==> config.mk <==
export PLATFORM = sky130hd
export DESIGN_NAME = bslab_dec
export DESIGN_NICKNAME = d
export VERILOG_FILES = /design/src/rtl/bslab_pkg.sv /design/src/rtl/bslab_bitdec.sv /design/src/rtl/bslab_dec.sv
export SDC_FILE = /design/constraint.sdc
export NUM_CORES = 1
export LEC_CHECK = 0
export ABC_CLOCK_PERIOD_IN_PS = 1800
export CORE_MARGIN = 10
export CORE_UTILIZATION = 53
export DETAILED_ROUTE_END_ITERATION = 8
export PLACE_DENSITY = 0.76
export SLEW_MARGIN = 20
export SYNTH_ARGS = -nofsm -noshare
export SYNTH_HDL_FRONTEND = slang
export SYNTH_SLANG_ARGS = --single-unit
export TNS_END_PERCENT = 20
==> constraint.sdc <==
create_clock -name clk -period 1.8 [get_ports clk]
set_input_delay 0.18 -clock clk [delete_from_list [all_inputs] [get_ports clk]]
set_output_delay 0.18 -clock clk [all_outputs]
set_load 0.01 [all_outputs]
==> src/rtl/bslab_pkg.sv <==
// bslab line-code shared types and defaults.
// Used by the decoder RTL and the encoder model in the bench.
package bslab_pkg;

  typedef enum logic {
    HUNT = 1'b0,
    DATA = 1'b1
  } bslab_state_t;

  localparam int         DEF_DATA_W   = 8;
  localparam int         DEF_SYNC_W   = 8;
  localparam logic [7:0] DEF_SYNC_PAT = 8'h7E;

endpackage

==> src/rtl/bslab_bitdec.sv <==
// bslab bit recovery: XNOR of current and previous line symbol.
// Ports: clk, rst, en, line_in -> dec_bit, bit_vld (en-gated).
module bslab_bitdec (
  input  logic clk,
  input  logic rst,
  input  logic en,
  input  logic line_in,
  output logic dec_bit,
  output logic bit_vld
);

  logic line_prev;

  // An idle line rests at 1, so the first symbol
  // after en rises is decoded against that level.
  always_ff @(posedge clk or posedge rst) begin
    if (rst) begin
      line_prev <= 1'b1;
    end else begin
      line_prev <= en ? line_in : 1'b1;
    end
  end

  assign dec_bit = ~(line_in ^ line_prev);
  assign bit_vld = en;

endmodule

==> src/rtl/bslab_dec.sv <==
// bslab decoder: sync hunt, LSB-first deserializer, valid/ready out.
// Ports: clk, rst, en, line_in, out_* handshake, overflow, abort, locked.
module bslab_dec
  import bslab_pkg::*;
#(
  parameter int                DATA_W   = DEF_DATA_W,
  parameter int                SYNC_W   = DEF_SYNC_W,
  parameter logic [SYNC_W-1:0] SYNC_PAT = SYNC_W'(DEF_SYNC_PAT)
) (
  input  logic              clk,
  input  logic              rst,
  input  logic              en,
  input  logic              line_in,
  output logic [DATA_W-1:0] out_data,
  output logic              out_valid,
  input  logic              out_ready,
  output logic              out_sof,
  output logic              overflow,
  output logic              abort,
  output logic              locked
);

  localparam int CNT_W =
    (DATA_W > 1) ? $clog2(DATA_W) : 1;
  localparam logic [CNT_W-1:0] LAST =
    CNT_W'(DATA_W - 1);

  logic dec_bit;
  logic bit_vld;

  bslab_bitdec u_bitdec (
    .clk     (clk),
    .rst     (rst),
    .en      (en),
    .line_in (line_in),
    .dec_bit (dec_bit),
    .bit_vld (bit_vld)
  );

  bslab_state_t      state, state_nxt;
  logic [SYNC_W-1:0] sync_sr, sync_nxt, sync_sh;
  logic [DATA_W-1:0] data_sr, data_nxt, data_sh;
  logic [CNT_W-1:0]  bit_cnt, cnt_nxt;
  logic              first_word, first_nxt;
  logic              load;
  logic              abort_nxt;

  assign sync_sh = {dec_bit, sync_sr[SYNC_W-1:1]};
  assign data_sh = {dec_bit, data_sr[DATA_W-1:1]};

  always_ff @(posedge clk or posedge rst) begin
    if (rst) begin
      state      <= HUNT;
      sync_sr    <= '0;
      data_sr    <= '0;
      bit_cnt    <= '0;
      first_word <= 1'b0;
    end else begin
      state      <= state_nxt;
      sync_sr    <= sync_nxt;
      data_sr    <= data_nxt;
      bit_cnt    <= cnt_nxt;
      first_word <= first_nxt;
    end
  end

  always_comb begin
    state_nxt = state;
    sync_nxt  = sync_sr;
    data_nxt  = data_sr;
    cnt_nxt   = bit_cnt;
    first_nxt = first_word;
    load      = 1'b0;
    abort_nxt = 1'b0;
    unique case (state)
      HUNT: begin
        if (bit_vld) begin
          if (sync_sh == SYNC_PAT) begin
            state_nxt = DATA;
            sync_nxt  = '0;
            cnt_nxt   = '0;
            first_nxt = 1'b1;
          end else begin
            sync_nxt = sync_sh;
          end
        end
      end
      DATA: begin
        if (!bit_vld) begin
          // Partial word is discarded; only a
          // non-empty one is reported.
          state_nxt = HUNT;
          cnt_nxt   = '0;
          abort_nxt = (bit_cnt != '0);
        end else begin
          data_nxt = data_sh;
          if (bit_cnt == LAST) begin
            load      = 1'b1;
            cnt_nxt   = '0;
            first_nxt = 1'b0;
          end else begin
            cnt_nxt = bit_cnt + 1'b1;
          end
        end
      end
    endcase
  end

  // A load always wins over an accept: the
  // accepted word leaves as the new one arrives.
  always_ff @(posedge clk or posedge rst) begin
    if (rst) begin
      out_data  <= '0;
      out_valid <= 1'b0;
      out_sof   <= 1'b0;
      overflow  <= 1'b0;
      abort     <= 1'b0;
    end else begin
      overflow <= 1'b0;
      abort    <= abort_nxt;
      if (load) begin
        out_data  <= data_sh;
        out_sof   <= first_word;
        out_valid <= 1'b1;
        overflow  <= out_valid & ~out_ready;
      end else if (out_valid & out_ready) begin
        out_valid <= 1'b0;
      end
    end
  end

  assign locked = (state == DATA);

endmodule
Word level (Yosys, flattened, before mapping). Index checks and enable logic that the tools add are counted.

Bits in registers: 34.

Add/subtract/negate cells: 1. Eq/ne operators: 6. Multiplexer cells: 24. Bitwise gates (word level): 6. Reductions and logical operators: 6.

Operators by type and width (number): $mux 1 (16); $mux 3 (4); $eq 8x7->1 const B (1); $mux 8 (1); $ne 2x2->1 const B (3); $pmux 3 s2 (1); $reduce_and 2->1 (3); $pmux 1 s2 (2); $reduce_and 4->1 (1); $add 3x1->3 const B (1); $eq 3x3->1 const B (1); $not 1->1 (3); $reduce_bool 3->1 (1); $and 1x1->1 (2); $ne 2x1->1 const B (1); $reduce_bool 2->1 (1); $xor 1x1->1 (1).

Logic depth before layout (Yosys ltp). Gate-level depths: netlist of the first run.

Depth after elaboration: 6. Mapped depth: 6.

By module. From an unflattened synthesis of the first run, not the netlist that was laid out.

Cell total of the unflattened synthesis: 111. Area, all modules: 1393.8 um^2.

By module, submodules not included: bslab_dec (instances 1, cells an instance 106, area each 1341.3 um^2); bslab_bitdec (instances 1, cells an instance 5, area each 52.6 um^2).

Least setup slack after synthesis of the first run. Ideal clock, no wire load.

Path type: reg-to-reg. Start: register bit_cnt[0]. End: register out_data[0]. Setup time: 0.125 ns. Arrival: 1.448 ns. Required time: 1.675 ns. Setup slack: 0.227 ns. Stages on the path, launching flop included: 6. Buffers on the path: 1. Clock period less this slack: 1.573 ns. Cells stage by stage: dfrtp_1 ha_1 ha_1 nand3_1 buf_2 mux2_2.

Longest elaborated chain between the ends: 4.

Ends and longest elaborated chain: start: declaration (line bslab_dec.sv:43) `logic [CNT_W-1:0] bit_cnt, cnt_nxt;`; start signal: assignment (line bslab_dec.sv:62) `bit_cnt <= cnt_nxt;`; $eq 3x3->1 (line bslab_dec.sv:97) `if (bit_cnt == LAST) begin`; $mux 1 (line bslab_dec.sv:97); $mux 1 (line bslab_dec.sv:89) `if (!bit_vld) begin`; $mux 1 (line bslab_dec.sv:75) `unique case (state)`; end signal: assignment (line bslab_dec.sv:122) `out_data <= data_sh;`; end: declaration (line bslab_dec.sv:14) `output logic [DATA_W-1:0] out_data,`.

Every way passes these cells. A chain may end at the register's enable or synchronous reset.

Final worst setup path of the first run.
Start: register state, in the netlist locked. End: output port locked.

RTL lines: start: declaration (line bslab_dec.sv:40) `bslab_state_t state, state_nxt;`; start signal: assignment (line bslab_dec.sv:59) `state <= state_nxt;`; end: declaration (line bslab_dec.sv:20) `output logic locked`.

No word-level cell between the ends.

==> flow_summary_export.csv, run 1 <==
group,metric,value,unit
status,result_of_the_run,"finished clean",
global_routing,vias_in_the_first_global_route,918,
sta,finalWorstPathRequiredPeriod,1660,ps
clocking,clk_transition_reported_paths,110,ps
clocking,root_buffer,"sky130_fd_sc_hd__clkbuf_4",
global_routing,grt_start_max_net_pins,33,
sta,finalSetupViolCount,0,
synth,synth_area_per_cell,12.4,um2
worst_setup_path,crit_buf_inv,1,
sta,timing.final.ws_setup,144,ps
finish,fillerInstances,198,
die,dieHeight,70.1,um
synth,yosys-top-cells-area,"sky130_fd_sc_hd__dfrtp_1 (58%), sky130_fd_sc_hd__mux2_2 (13%), sky130_fd_sc_hd__nand2_1 (4.5%)",
clocking,tritoncts_clock_tree,"done",
synth,synth-seq-area-share,0.602,
sta,finClkSkew,6.20,ps
finish,number_of_antenna_repair_diodes,0,
worst_setup_path,worst_setup_path_end_kind,"primary output",
placed_design,port_buffers,17,
sta,post-route-period-util,0.920,
pwr,totalPowerFinal,1.39,mW
detailed_routing,detailroute.via_count,876,
worst_setup_path,critPathSlowestCell,"sky130_fd_sc_hd__clkdlybuf4s50_1",
sta,hold_viol_final,0,
detailed_routing,drt-vias-per-instance,5.41,
finish,layout-drive-gt1-share,0.220,
sta,finalMaxSlewViolations,0,
finish,syn2layout_area_growth,22.5,%
clocking,clock_tree.htree_level_count,2,
flow_run,max_cap_viol_count,0,
finish,layout_commonest_cell,"sky130_fd_sc_hd__dfrtp_1",
clocking,cts_buffer_count,5,
synth,ys_ff_latch,32,
synth,synthDominantAreaCellType,"sky130_fd_sc_hd__dfrtp_1",
detailed_routing,drt_pre_antenna_iters,4,
worst_setup_path,rr_endpoint,"out_sof",
worst_setup_path,worstPathArrival,1480,ps
die,floorplan.rows,18,
synth,syn_area,0.00133,mm2
worst_setup_path,timing.rr.start,"bit_cnt[0]",
synth,post_synthesis_cells,107,
sta,slew_at_the_pin_closest_to_its_max_slew_limit,461,ps
worst_setup_path,required,1620,ps
clocking,number_of_gates_resized_after_cts,0,
detailed_routing,wl,2560,um
placed_design,place.gp.congestion,0.809,
worst_setup_path,ff2ff_setup_slack,200,ps
die,die_w,70.1,um
placed_design,place_worst_setup_slack,67.3,ps
die,core_area,0.00243,mm2
clocking,post_cts.repair.setup_buffers,0,
detailed_routing,detail-route-antenna-nets,0,
sta,rsz0062_at_grt,"no",
worst_setup_path,path_delay_family,"buffers and inverters",
die,die_area,0.00492,mm2
detailed_routing,drt-wirelength-per-cell,15.8,um
clocking,number_of_hold_repair_buffers_added_at_the_cts_stage,0,
clocking,clock-sinks,32,
synth,ys_types,25,
worst_setup_path,cp-start-kind,"flop",
clocking,ctsLongestPathBuffers,2,
pwr,ir_drop,0.000620,V
global_routing,gr_util_all_layers,0.111,
worst_setup_path,critical_path_peak_fanout,11,
detailed_routing,first_iter_violations,46,
worst_setup_path,worst_path_largest_cell_delay,600,ps
global_routing,grt_pass1_wl,4330,um
worst_setup_path,rr_worst_depth,5,
sta,relSlewSlack,0.691,
worst_setup_path,worst-setup-path-type,"reg -> out",
min_path,min_path_type,"in -> async",
sta,setup_tns,0,ps
detailed_routing,drc_errors,0,
clocking,insertion_delay_of_the_later_clocked_pin_in_the_worst_skew_pair,330,ps
global_routing,grt_remaining_overflow,0,
pwr,leakage,0.789,nW
sta,fmax,604,MHz
placed_design,hpwlAfterDp,1820,um
finish,count_of_nets_after_finishing,139,
synth,synth_nets,115,
die,start_util,0.547,
finish,mostFrequentLayoutCells,"sky130_fd_sc_hd__dfrtp_1 (31), sky130_fd_sc_hd__clkdlybuf4s50_1 (17), sky130_fd_sc_hd__nand2_1 (16), sky130_fd_sc_hd__mux2_2 (15), sky130_fd_sc_hd__o21ai_0 (7)",
die,design.portCount,18,
worst_setup_path,critical_path.cell_chain,"clkdlybuf4s50_1",
synth,synth_top_area_share,0.583,
global_routing,number_of_antenna_violations_at_the_first_check_in_global_routing,0,
synth,synth-warning-count,0,
pwr,powerDensity,855,mW/mm2
how the worst max path moves through the flow:
stage | to | cells past startpoint | slack, ps | from
3_5_place_dp | sync_sr[2] | 4 | 70 | line_in
4_1_cts | locked | 1 | 130 | locked
6_report | locked | 1 | 140 | locked
3_3_place_gp | sync_sr[2] | 4 | 130 | line_in
2_1_floorplan | out_data[0] | 5 | 230 | bit_cnt[0]
5_1_grt | locked | 1 | 70 | locked
per-stage QoR:
stage	instances	hold slack [ps]	area, um2	utilization
global route	162	253	1630	0.670
floorplan	107	227	1330	-
finish	162	223	1630	0.670
detailed placement	154	467	1550	0.637
CTS	162	230	1630	0.670
global placement	154	455	1550	0.637
report_power, final:
part           total [mW]  internal (mW)  switching (mW)
clock               0.551          0.289           0.262
combinational      0.0756         0.0323          0.0433
sequential          0.767          0.744          0.0230
total                1.39           1.07           0.328
kinds of logic after synthesis:
logic type               share of synthesized area
flip-flops                                   0.602
AND/OR/NAND/NOR                              0.120
AO/OA/AOI/OAI                               0.0865
multiplexers                                 0.127
buffers and inverters                       0.0225
adder cells (fa/ha/maj)                     0.0282
XOR/XNOR                                    0.0132
registers in the layout, summed over array words and instances, names as in the netlist:
signal and cells:
sync_sr 7, u_bitdec.line_prev 1, bit_cnt 3, overflow 1, first_word 1, abort 1
out_valid 1, out_data 8, out_sof 1, locked 1, data_sr 7
cell type report:
| cell class | count | area (um2) | share of cell area |
|---|---|---|---|
| clock buffers | 5 | 37.5 | 0.0230 |
| multi-input cells | 68 | 499 | 0.306 |
| well taps | 30 | 37.5 | 0.0230 |
| repair buffers | 21 | 200 | 0.123 |
| inverters | 3 | 11.3 | 0.00691 |
| flip-flops and latches | 32 | 802 | 0.492 |
| clock inverters | 3 | 42.5 | 0.0261 |
synthesized netlist by cell type, drive strengths merged:
cell type / instances
xor2: 1
buf: 3
nand4b: 1
nor4b: 1
mux2: 15
inv: 3
o21a: 1
nor2: 3
o31ai: 4
ha: 3
dfrtp: 31
and2: 1
nand2: 16
o311ai: 1
a22oi: 2
o21ai: 7
a22o: 1
a21oi: 2
clkbuf: 1
dfstp: 1
nand2b: 3
nor2b: 3
xnor2: 1
nor3b: 1
nand3: 1
per-layer routing:
layer	vias up	wire [um]	part of all wire	track usage
li1	418	-	-	-
met1	437	1020	0.40	0.112
met2	17	1340	0.52	0.183
met3	4	171	0.067	0.0466
met4	0	29	0.011	0.0724
met5	-	0	0	0
No activity file was read; power rests on OpenSTA's default activity.
==> run 2: changes to the inputs <==
--- a/config.mk
+++ b/config.mk
@@ -7,9 +7,9 @@
 export LEC_CHECK = 0
 export ABC_CLOCK_PERIOD_IN_PS = 1800
 export CORE_MARGIN = 10
-export CORE_UTILIZATION = 53
+export CORE_UTILIZATION = 50
 export DETAILED_ROUTE_END_ITERATION = 8
-export PLACE_DENSITY = 0.76
+export PLACE_DENSITY = 0.73
 export SLEW_MARGIN = 20
 export SYNTH_ARGS = -nofsm -noshare
 export SYNTH_HDL_FRONTEND = slang
==> flow_summary_export.csv, run 2 (synthesis results as in run 1) <==
group,metric,value,unit
die,die_area,0.00513,mm2
pwr,ir_drop,0.000674,V
clocking,clock_tree.htree_level_count,2,
worst_setup_path,required,1620,ps
detailed_routing,drt-vias-per-instance,5.25,
sta,finalWorstPathRequiredPeriod,1670,ps
worst_setup_path,rr_worst_depth,5,
finish,max_flop_register,"out_data",
detailed_routing,wl_met3,123,um
detailed_routing,detail-route-antenna-nets,0,
worst_setup_path,critPathSlowestCell,"sky130_fd_sc_hd__clkdlybuf4s50_1",
worst_setup_path,worst_path_largest_cell_delay,610,ps
sta,post-route-period-util,0.926,
sta,finalMaxSlewViolations,0,
die,core_area,0.00250,mm2
sta,slew_at_the_pin_closest_to_its_max_slew_limit,517,ps
finish,syn2layout_area_growth,25.1,%
finish,reg_top3,"out_data (8), data_sr (7), sync_sr (7)",
placed_design,port_buffers,17,
clocking,clock-sinks,32,
die,floorplan.rows,18,
finish,finalInstanceArea,0.00167,mm2
worst_setup_path,path_delay_family,"buffers and inverters",
sta,worst_hold_slack_after_final_layout,71.1,ps
min_path,min_path_type,"in -> async",
clocking,root_buffer,"sky130_fd_sc_hd__clkbuf_4",
placed_design,place.gp.congestion,0.725,
finish,count_of_nets_after_finishing,142,
finish,multiInputGateArea,499,um2
sta,hold_viol_final,0,
global_routing,vias_in_the_first_global_route,951,
sta,setup_tns,0,ps
sta,finClkSkew,15.5,ps
sta,fmax,600,MHz
worst_setup_path,crit_buf_inv,1,
sta,timing.final.ws_setup,133,ps
finish,stdcell_count,165,
clocking,number_of_gates_resized_after_cts,0,
detailed_routing,wl,2510,um
detailed_routing,drc_errors,0,
placed_design,placedCellCount,157,
finish,flip_flop_count_of_the_largest_register_after_layout,8,
finish,mostFrequentLayoutCells,"sky130_fd_sc_hd__dfrtp_1 (31), sky130_fd_sc_hd__clkdlybuf4s50_1 (17), sky130_fd_sc_hd__nand2_1 (16), sky130_fd_sc_hd__mux2_2 (15), sky130_fd_sc_hd__o21ai_0 (7)",
die,die_w,71.6,um
sta,relSlewSlack,0.653,
global_routing,gr_util_all_layers,0.110,
global_routing,grt_remaining_overflow,0,
clocking,ctsLongestPathBuffers,2,
worst_setup_path,worst_setup_path_end_kind,"primary output",
sta,rsz0062_at_grt,"no",
finish,number_of_antenna_repair_diodes,0,
detailed_routing,met2RoutedLength,1240,um
clocking,post_cts.repair.setup_buffers,0,
clocking,clk_transition_reported_paths,110,ps
detailed_routing,detailroute.via_count,867,
finish,fillerInstances,190,
worst_setup_path,rr_endpoint,"out_data[5]",
pwr,totalPowerFinal,1.39,mW
die,start_util,0.533,
worst_setup_path,ff2ff_setup_slack,240,ps
worst_setup_path,cp-start-kind,"flop",
global_routing,number_of_antenna_violations_at_the_first_check_in_global_routing,0,
placed_design,hpwlAfterDp,1900,um
finish,layout_commonest_cell,"sky130_fd_sc_hd__dfrtp_1",
finish,layout-drive-gt1-share,0.237,
clocking,tritoncts_clock_tree,"done",
placed_design,place_worst_setup_slack,21.6,ps
detailed_routing,wl_met1,1110,um
finish,seqCellArea,802,um2
status,result_of_the_run,"finished clean",
global_routing,grt_start_max_net_pins,18,
worst_setup_path,worst-setup-path-type,"reg -> out",
clocking,insertion_delay_of_the_later_clocked_pin_in_the_worst_skew_pair,330,ps
worst_setup_path,critical_path.cell_chain,"clkdlybuf4s50_1",
pwr,leakage,0.807,nW
global_routing,grt_pass1_wl,4490,um
die,design.portCount,18,
clocking,cts_buffer_count,5,
detailed_routing,drt-wirelength-per-cell,15.2,um
worst_setup_path,timing.rr.start,"bit_cnt[0]",
detailed_routing,dr.max_layer_used,"met4",
worst_setup_path,critical_path_peak_fanout,11,
detailed_routing,drt_pre_antenna_iters,4,
clocking,number_of_hold_repair_buffers_added_at_the_cts_stage,0,
pwr,powerDensity,834,mW/mm2
die,dieHeight,71.6,um
detailed_routing,first_iter_violations,69,
finish,layout.core_utilization,0.666,
flow_run,max_cap_viol_count,0,
sta,finalSetupViolCount,0,
worst_setup_path,worstPathArrival,1490,ps
placed_design,post_dp_cell_area,0.00159,mm2
==> run 2: worst max path at each step <==
stage	startpoint	endpoint	slack (ps)	cells after the start
floorplan	bit_cnt[0]	out_data[0]	230	5
global placement	line_in	sync_sr[1]	140	4
detailed placement	line_in	sync_sr[6]	20	4
CTS	locked	locked	110	1
global route	locked	locked	50	1
finish	locked	locked	130	1
==> run 2: cell type report <==
type	count	area share
Clock buffer	5	0.0225
Sequential cell	32	0.482
Tap cell	30	0.0225
Clock inverter	3	0.0255
Multi-Input combinational cell	68	0.300
Inverter	3	0.00676
Timing Repair Buffer	24	0.141
==> run 2: layer usage <==
layer  up-vias  track usage
met1       423        0.130
li1        423            -
met4         0       0.0624
met5         -            0
met3         5       0.0427
met2        16        0.167
==> run 2: power by group <==
part | internal (mW) | switching [mW]
sequential | 0.744 | 0.0225
clock | 0.289 | 0.250
combinational | 0.0379 | 0.0452
==> run 3: changes to the inputs <==
--- a/config.mk
+++ b/config.mk
@@ -5,11 +5,11 @@
 export SDC_FILE = /design/constraint.sdc
 export NUM_CORES = 1
 export LEC_CHECK = 0
-export ABC_CLOCK_PERIOD_IN_PS = 1800
+export ABC_CLOCK_PERIOD_IN_PS = 1510
 export CORE_MARGIN = 10
-export CORE_UTILIZATION = 50
+export CORE_UTILIZATION = 47
 export DETAILED_ROUTE_END_ITERATION = 8
-export PLACE_DENSITY = 0.73
+export PLACE_DENSITY = 0.72
 export SLEW_MARGIN = 20
 export SYNTH_ARGS = -nofsm -noshare
 export SYNTH_HDL_FRONTEND = slang
==> constraint.sdc (replaced) <==
create_clock -name clk -period 1.51 [get_ports clk]
set_input_delay 0.151 -clock clk [delete_from_list [all_inputs] [get_ports clk]]
set_output_delay 0.151 -clock clk [all_outputs]
set_load 0.05 [all_outputs]
==> flow_summary_export.csv, run 3 (synthesis results as in run 1) <==
group,metric,value,unit
pwr,power.switching_fraction,0.222,
worst_setup_path,ff2ff_setup_slack,30,ps
clocking,root_buffer,"sky130_fd_sc_hd__clkbuf_4",
finish,syn2layout_area_growth,31.4,%
sta,fmax,676,MHz
finish,mostFrequentLayoutCells,"sky130_fd_sc_hd__dfrtp_1 (30), sky130_fd_sc_hd__buf_4 (25), sky130_fd_sc_hd__nand2_1 (16), sky130_fd_sc_hd__mux2_2 (15), sky130_fd_sc_hd__o21ai_0 (7)",
clocking,clock_tree.htree_level_count,2,
detailed_routing,first_iter_violations,50,
die,start_util,0.487,
die,core_area,0.00273,mm2
worst_setup_path,cp-start-kind,"flop",
pwr,pwr-share-clk,0.382,
placed_design,place_worst_setup_slack,-76.2,ps
detailed_routing,drt-vias-per-instance,5.32,
worst_setup_path,required,1730,ps
global_routing,grt_start_max_net_pins,33,
detailed_routing,detail-route-antenna-nets,0,
sta,hold_viol_final,0,
worst_setup_path,timing.rr.start,"bit_cnt[0]",
finish,flip_flop_count_of_the_largest_register_after_layout,8,
sta,timing.final.ws_setup,31.1,ps
die,die_area,0.00536,mm2
detailed_routing,drt-wirelength-per-cell,15.0,um
clocking,clock-sinks,32,
finish,max_flop_register,"out_data",
global_routing,grt.met2_usage,0.155,
clocking,number_of_hold_repair_buffers_added_at_the_cts_stage,0,
worst_setup_path,critical_path.endpoint,"out_data[0]",
finish,reg_top3,"out_data (8), data_sr (7), sync_sr (7)",
sta,post-route-period-util,0.979,
pwr,leakage,0.886,nW
worst_setup_path,timing.critical_path.from,"bit_cnt[0]",
sta,finalMaxSlewViolations,0,
finish,layout_commonest_cell,"sky130_fd_sc_hd__dfrtp_1",
worst_setup_path,worst_setup_path_end_kind,"flop",
detailed_routing,drt_pre_antenna_iters,4,
global_routing,vias_in_the_first_global_route,912,
placed_design,placedCellCount,164,
placed_design,place.gp.congestion,0.832,
finish,layout-drive-gt1-share,0.392,
sta,finalWorstPathRequiredPeriod,1480,ps
pwr,switching_power,366,uW
global_routing,number_of_antenna_violations_at_the_first_check_in_global_routing,0,
placed_design,port_buffers,17,
min_path,min_path_type,"in -> async",
status,result_of_the_run,"finished clean",
finish,stdcell_count,174,
clocking,ctsLongestPathBuffers,2,
worst_setup_path,critical_path_peak_fanout,5,
global_routing,busiest_layer,"met2",
global_routing,grt.met3_usage,0.0395,
worst_setup_path,rr_worst_depth,5,
die,design.portCount,18,
finish,seqCellArea,803,um2
pwr,p_seq_frac,0.555,
finish,number_of_antenna_repair_diodes,0,
pwr,powerDensity,941,mW/mm2
pwr,power_report.internal_total,1.28,mW
detailed_routing,detailroute.via_count,926,
sta,finalSetupViolCount,0,
clocking,tritoncts_clock_tree,"done",
finish,layout.core_utilization,0.640,
die,die_w,73.2,um
detailed_routing,drc_errors,0,
finish,multiInputGateArea,527,um2
sta,relSlewSlack,0.737,
worst_setup_path,rr_endpoint,"out_data[0]",
global_routing,gr-usage-met1,0.120,
detailed_routing,wl,2620,um
flow_run,max_cap_viol_count,0,
pwr,pwr-share-comb,0.063,
global_routing,grt_pass1_wl,4270,um
finish,count_of_nets_after_finishing,150,
sta,finClkSkew,9.10,ps
clocking,cts_buffer_count,5,
pwr,ir_drop,0.000779,V
worst_setup_path,worst-setup-path-type,"reg -> reg",
clocking,clk_transition_reported_paths,100,ps
die,dieHeight,73.2,um
die,floorplan.rows,19,
worst_setup_path,worstPathArrival,1700,ps
global_routing,grt_remaining_overflow,0,
finish,fillerInstances,223,
sta,slew_at_the_pin_closest_to_its_max_slew_limit,394,ps
clocking,insertion_delay_of_the_later_clocked_pin_in_the_worst_skew_pair,330,ps
global_routing,gr_util_all_layers,0.103,
placed_design,hpwlAfterDp,1850,um
-- run 3: critical path: stages, from the launching register on --
cell and delay [ps]:
sky130_fd_sc_hd__dfrtp_1 410, sky130_fd_sc_hd__ha_2 210, sky130_fd_sc_hd__ha_4 170, sky130_fd_sc_hd__nand3_4 110, sky130_fd_sc_hd__clkbuf_16 160, sky130_fd_sc_hd__mux2_2 320
-- run 3: stage by stage --
stage               total power, mW  TNS (ps)  cell area, um2  hold slack [ps]
finish                         1.65         0            1750              196
global route                   1.73     -8.48            1750              209
CTS                            1.67         0            1700              201
detailed placement             1.03      -114            1610              480
global placement               1.03         0            1610              462
floorplan                     0.985      -313            1330              198
-- run 3: how the worst min path moves through the flow --
stage	to	slack (ps)	cells past startpoint
after detailed placement	out_data[7]	480	2
after global routing	overflow	210	3
after global placement	sync_sr[1]	460	2
after CTS	out_data[1]	200	3
final	out_data[1]	200	3
after floorplan	u_bitdec.line_prev	200	1
-- run 3: area by class of cell --
class	count	share of cell area
tap	31	0.0222
clock buffer	6	0.0236
inverter	3	0.00644
multi-input combinational	68	0.301
sequential	32	0.459
clock inverter	2	0.0200
timing repair buffer	32	0.167
-- run 3: timing repair --
action                                  CTS  global route
pin swaps                                 0             0
buffers inserted                          1             0
endpoints found under the setup margin    8             8
gates resized for setup                   1             4
gates cloned                              0             1
endpoints found under the hold margin     0             0
-- run 3: routing by layer --
layer  wire [um]  vias up
li1            -      441
met1        1190      466
met2        1290       14
met3          98        5
met4          42        0
met5           0        -
-- run 3: power groups by stage --
stage                     logic (mW)  clock network [mW]  registers, mW
after detailed placement       0.105                   0          0.930
after CTS                      0.105               0.653          0.913
after floorplan               0.0624                   0          0.922
after global placement         0.100                   0          0.927
after global routing           0.120               0.692          0.919
final                          0.104               0.630          0.914
